<file path="src/rtl/pc_subtractor_serial.sv">
// Bit-serial subtractor: diferenca = pc - pc_decrement - BIN (mod 2^WIDTH), BOUT = borrow-out.
// Latency: WIDTH+1 clock edges from the accepting edge to the cycle where done is high.
// Flow: start accepted only while not busy (IDLE or DONE); start during RUN is ignored.
//
// Ports:
//   clk, rst_n             clock, asynchronous active-low reset
//   start                  request, accepted when busy=0
//   pc, pc_decrement, BIN  minuend, subtrahend, borrow-in (sampled only on accept)
//   busy                   high exactly while the serial loop runs
//   done                   one-cycle pulse when diferenca/BOUT are fresh
//   diferenca, BOUT        result and borrow-out, held until the next done
module pc_subtractor_serial #(
  parameter int WIDTH = 24
) (
  input  logic             clk,
  input  logic             rst_n,
  input  logic             start,
  input  logic [WIDTH-1:0] pc,
  input  logic [WIDTH-1:0] pc_decrement,
  input  logic             BIN,
  output logic             busy,
  output logic             done,
  output logic [WIDTH-1:0] diferenca,
  output logic             BOUT
);

  localparam int CW = (WIDTH > 1) ? $clog2(WIDTH) : 1;
  localparam logic [CW-1:0] LAST = CW'(WIDTH - 1);

  typedef enum logic [1:0] {IDLE, RUN, DONE} state_e;

  state_e           state_q, state_d;
  logic [WIDTH-1:0] a_q, a_d;      // minuend, shifted right one bit per RUN cycle
  logic [WIDTH-1:0] b_q, b_d;      // subtrahend, shifted alongside
  logic [WIDTH-1:0] res_q, res_d;  // partial result, filled from the MSB side
  logic             br_q, br_d;    // running borrow
  logic [CW-1:0]    cnt_q, cnt_d;
  logic [WIDTH-1:0] dif_q, dif_d;
  logic             bout_q, bout_d;

  logic bit_d;
  logic br_nxt;

  // One-bit full subtractor on the current LSBs.
  assign bit_d  = a_q[0] ^ b_q[0] ^ br_q;
  assign br_nxt = (~a_q[0] & b_q[0]) | (~a_q[0] & br_q) | (b_q[0] & br_q);

  always_comb begin
    state_d = state_q;
    a_d     = a_q;
    b_d     = b_q;
    res_d   = res_q;
    br_d    = br_q;
    cnt_d   = cnt_q;
    dif_d   = dif_q;
    bout_d  = bout_q;

    case (state_q)
      IDLE, DONE: begin
        state_d = IDLE;
        if (start) begin
          a_d     = pc;
          b_d     = pc_decrement;
          br_d    = BIN;
          res_d   = '0;
          cnt_d   = '0;
          state_d = RUN;
        end
      end
      RUN: begin
        a_d   = a_q >> 1;
        b_d   = b_q >> 1;
        br_d  = br_nxt;
        res_d = {bit_d, res_q[WIDTH-1:1]};
        cnt_d = cnt_q + 1'b1;
        if (cnt_q == LAST) begin
          // Outputs are only written here, so partial results never leak out.
          dif_d   = {bit_d, res_q[WIDTH-1:1]};
          bout_d  = br_nxt;
          cnt_d   = '0;
          state_d = DONE;
        end
      end
      default: state_d = IDLE;
    endcase
  end

  always_ff @(posedge clk or negedge rst_n) begin
    if (!rst_n) begin
      state_q <= IDLE;
      a_q     <= '0;
      b_q     <= '0;
      res_q   <= '0;
      br_q    <= 1'b0;
      cnt_q   <= '0;
      dif_q   <= '0;
      bout_q  <= 1'b0;
    end else begin
      state_q <= state_d;
      a_q     <= a_d;
      b_q     <= b_d;
      res_q   <= res_d;
      br_q    <= br_d;
      cnt_q   <= cnt_d;
      dif_q   <= dif_d;
      bout_q  <= bout_d;
    end
  end

  assign busy      = (state_q == RUN);
  assign done      = (state_q == DONE);
  assign diferenca = dif_q;
  assign BOUT      = bout_q;

endmodule

</file>
<file path="config.mk">
export PLATFORM = sky130hd
export DESIGN_NAME = pc_subtractor_serial
export DESIGN_NICKNAME = d
export VERILOG_FILES = /design/src/rtl/pc_subtractor_serial.sv
export SDC_FILE = /design/constraint.sdc
export NUM_CORES = 1
export LEC_CHECK = 0
export CAP_MARGIN = 20
export CORE_UTILIZATION = 44
export DETAILED_ROUTE_END_ITERATION = 10
export GPL_TIMING_DRIVEN = 0
export PLACE_DENSITY = 0.72
export SYNTH_ARGS = -nofsm -noshare
export SYNTH_HDL_FRONTEND = slang
export SYNTH_SLANG_ARGS = --single-unit
</file>
<file path="constraint.sdc">
create_clock -name clk -period 1.9 [get_ports clk]
set_input_delay 0.38 -clock clk [delete_from_list [all_inputs] [get_ports clk]]
set_output_delay 0.38 -clock clk [all_outputs]
set_load 0.01 [all_outputs]
</file>
==> impl_metrics.csv, run 1 <==
group,metric,value,unit
die,coreArea,0.00933,mm2
setup_path,path_buf_inv,4,
die,rows,35,
place,pre_cts_slack,-377,ps
power,pwr_density_cell,1540,mW/mm2
clock_network,numCtsBuffers,9,
power,p_int,5.25,mW
setup_path,critPathMaxFanout,10,
place,io_buffer_count,78,
sta,setup_viol,0,
setup_path,max_stage_delay,390,ps
global_route,gr-usage-met1,0.278,
routing,post-route-drc-count,0,
setup_path,crit_path_end_kind,"output port",
logic_synthesis,yosys_warnings,0,
sta,slew_headroom,0.652,
global_route,grt-ovfl-total,0,
place,finalWeightedCongestion,0.782,
finish,fin_util,0.587,
global_route,grt_use_total,0.196,
setup_path,path_cells,"nand2b_4 -> buf_6 -> inv_2 -> clkbuf_8 -> clkbuf_2",
die,die_h,101,um
logic_synthesis,syn-mean-instance-area,10.6,um2
routing,avgRoutedWirePerCell,14.2,um
clock_network,htree_levels,3,
logic_synthesis,yosys.cell_types.count,25,
logic_synthesis,synth.area.top_cells,"dfrtp_1, nand2_1, a31oi_1",
global_route,grt.busiest_layer,"met2",
clock_network,insertion_delay,360,ps
global_route,grt_start_max_net_pins,65,
routing,routed_via_density,5.26,
power,comb_power_share,0.405,
logic_synthesis,synth.most_common_cell,"dfrtp_1",
routing,postRouteAntennaNets,0,
sta,min_period_over_period,0.959,
routing,vias,3317,
run_status,status,"finished, final reports clean",
power,max-vdd-ir-drop,0.624,mV
sta,rsz0062_at_grt,"no",
finish,drive_above_1_share,0.124,
finish,final_nets,551,
run,cap_viol_max_count,0,
global_route,grt_use_met2,0.307,
clock_network,cts_root_buffer,"clkbuf_8",
setup_path,path_depth,5,
die,die_area,0.0101,mm2
clock_network,tritoncts,"done",
sta,fin_crit,1820,ps
logic_synthesis,synthCells,404,
logic_synthesis,synth_area,0.00428,mm2
routing,drt_iter0_markers,154,
power,clkPwrFrac,0.151,
setup_path,critPathLaunchType,"flop",
power,power.switching,3.17,mW
die,dieWidth,101,um
die,io_pins,79,
logic_synthesis,synthFlopType,"dfrtp_1",
sta,worst_slack,77.1,ps
power,switching_share,0.376,
logic_synthesis,synth.top_cell.area_share,0.608,
power,seqPwrFrac,0.443,
worst_hold_path,hold-path-cell-count,1,
sta,maxSlewViolCount,0,
setup_path,worstPathRequired,1520,ps
setup_path,reg2reg_depth,5,
global_route,grt_pass1_vias,3297,
clock_network,clk_pin_slew,100,ps
setup_path,cpMaxStageDelayCell,"dfrtp_1",
global_route,grt_pass1_wl,15.6,mm
setup_path,path_class,"reg2out",
die,initial_core_util,0.459,
sta,hold_viol,0,
routing,dr.pass1.iters,4,
logic_synthesis,ys_ff_latch,104,
logic_synthesis,ys_seq_area_frac,0.608,
sta,tightest_slew,522,ps
worst_hold_path,hp-class,"reg2reg",
global_route,met3_usage,0.0319,
setup_path,crit_family,"buffers and inverters",
global_route,grt_antenna_before_repair,0,
clock_network,cts_num_sinks,104,
logic_synthesis,synth_edf_count,0,
logic_synthesis,synthArstFlopShare,1.00,
routing,wirelength,8.98,mm
logic_synthesis,syn-num-nets,458,
clock_network,clockBufferDepth,2,
logic_synthesis,synth_commonest_cells,"dfrtp_1, nand2_1, a31oi_1, nor2_1, a22o_1",
logic_synthesis,synth.largest_area_cell,"dfrtp_1",
setup_path,cp.arrival,1440,ps
sta,fin_skew,9.66,ps
place,hpwl,6.36,mm
sta,max_freq,0.549,GHz
finish,num_antenna_cells,0,
finish,syn2layout_area_growth,27.9,%
power,p_leak,2.29,nW
[cell type report]
class | instances | area (um2)
Fill cell | 819 | 3850
Sequential cell | 104 | 2600
Multi-Input combinational cell | 265 | 1530
Timing Repair Buffer | 82 | 825
Tap cell | 129 | 161
Buffer | 30 | 156
Clock buffer | 9 | 124
Clock inverter | 7 | 56.3
Inverter | 5 | 18.8
[layer usage]
layer  vias up  part of all wire
met3        11             0.048
met5         -                 0
met2       102              0.47
met1      1628              0.47
met4         0             0.014
li1       1576                 -
[sequential cells by signal (all words and copies together) (netlist names)]
name       cells
state_q        2
res_q         23
a_q           24
br_q           1
diferenca     24
BOUT           1
cnt_q          5
b_q           24
[logic make-up (layout without fill, tap and decap cells)]
| group | Yosys count | in the layout | share of synthesized area |
|---|---|---|---|
| adders and majority gates | 2 | 2 | 0.00760 |
| and+or+nand+nor | 158 | 158 | 0.149 |
| muxes | 27 | 27 | 0.0702 |
| AOI/OAI and AO/OA | 78 | 78 | 0.128 |
| DFF | 104 | 104 | 0.608 |
| buffers and inverters | 35 | 133 | 0.0363 |
[cell usage in the layout, fill, tap and decap left out, types with 2 or more instances in the layout]
cell             netlist  layout
o21ai_0                2       2
buf_4                  0       3
clkbuf_1              17      13
buf_2                  7       6
a31oi_1               49      49
nand3_1                4       4
nor2_1                47      47
clkbuf_2               0       4
mux2i_1                3       3
dfrtp_1              104     103
a22o_1                25      25
nand2b_1               4       3
inv_1                  5       4
buf_1                  4       4
clkdlybuf4s50_1        0      75
nor2b_1                2       2
clkinv_4               0       3
clkbuf_8               0      10
nand2_1               97      97
inv_6                  0       2
buf_6                  2       3
mux2_2                23      23
[metrics by stage]
step | std cells | setup TNS [ps] | hold WS, ps | total power [mW] | instance area, um2
final | 631 | 0 | 490 | 8.42 | 5470
after global routing | 631 | 0 | 514 | 9.11 | 5470
after CTS | 631 | -29.1 | 498 | 8.48 | 5470
after detailed placement | 612 | -13780 | 391 | 7.15 | 5250
after global placement | 611 | -356510 | 462 | 6.96 | 5220
after floorplan | 404 | 0 | 84.4 | 5.93 | 4280
[power groups by stage]
stage	Sequential, mW	Combinational (mW)	Clock, mW
after detailed placement	3.77	3.38	0
after floorplan	3.69	2.24	0
after CTS	3.73	3.44	1.31
final	3.73	3.41	1.27
after global placement	3.72	3.23	0
after global routing	3.86	3.86	1.40
[worst paths after layout]
path	start	slack, ps	end
worst max-delay path	state_q[1]$_DFFE_PN0P_	80	busy
worst min-delay path	cnt_q[4]$_DFFE_PN0P_	490	cnt_q[4]$_DFFE_PN0P_
worst max register to register	cnt_q[0]$_DFFE_PN0P_	120	diferenca[2]$_DFFE_PN0P_
worst min register to register	cnt_q[4]$_DFFE_PN0P_	490	cnt_q[4]$_DFFE_PN0P_
max in group asynchronous	rst_n	700	state_q[0]$_DFFE_PN0P_
min in group asynchronous	rst_n	520	res_q[19]$_DFFE_PN0P_
[timing repair]
action | 4_1_cts | 5_1_grt
endpoints found under the hold margin | 19 | 0
buffers inserted | 2 | 0
gates resized for setup | 10 | 8
endpoints found under the setup margin | 28 | 42
hold buffers | 1 | 0
pin swaps | 1 | 1
No activity file was read; power rests on OpenSTA's default activity.
==> run 2, diff against run 1 <==
--- a/config.mk
+++ b/config.mk
@@ -5,7 +5,6 @@
 export SDC_FILE = /design/constraint.sdc
 export NUM_CORES = 1
 export LEC_CHECK = 0
-export CAP_MARGIN = 20
 export CORE_UTILIZATION = 44
 export DETAILED_ROUTE_END_ITERATION = 10
 export GPL_TIMING_DRIVEN = 0
==> results of run 2 <==
The final DEF is identical to that of run 1; final timing and power are the same.
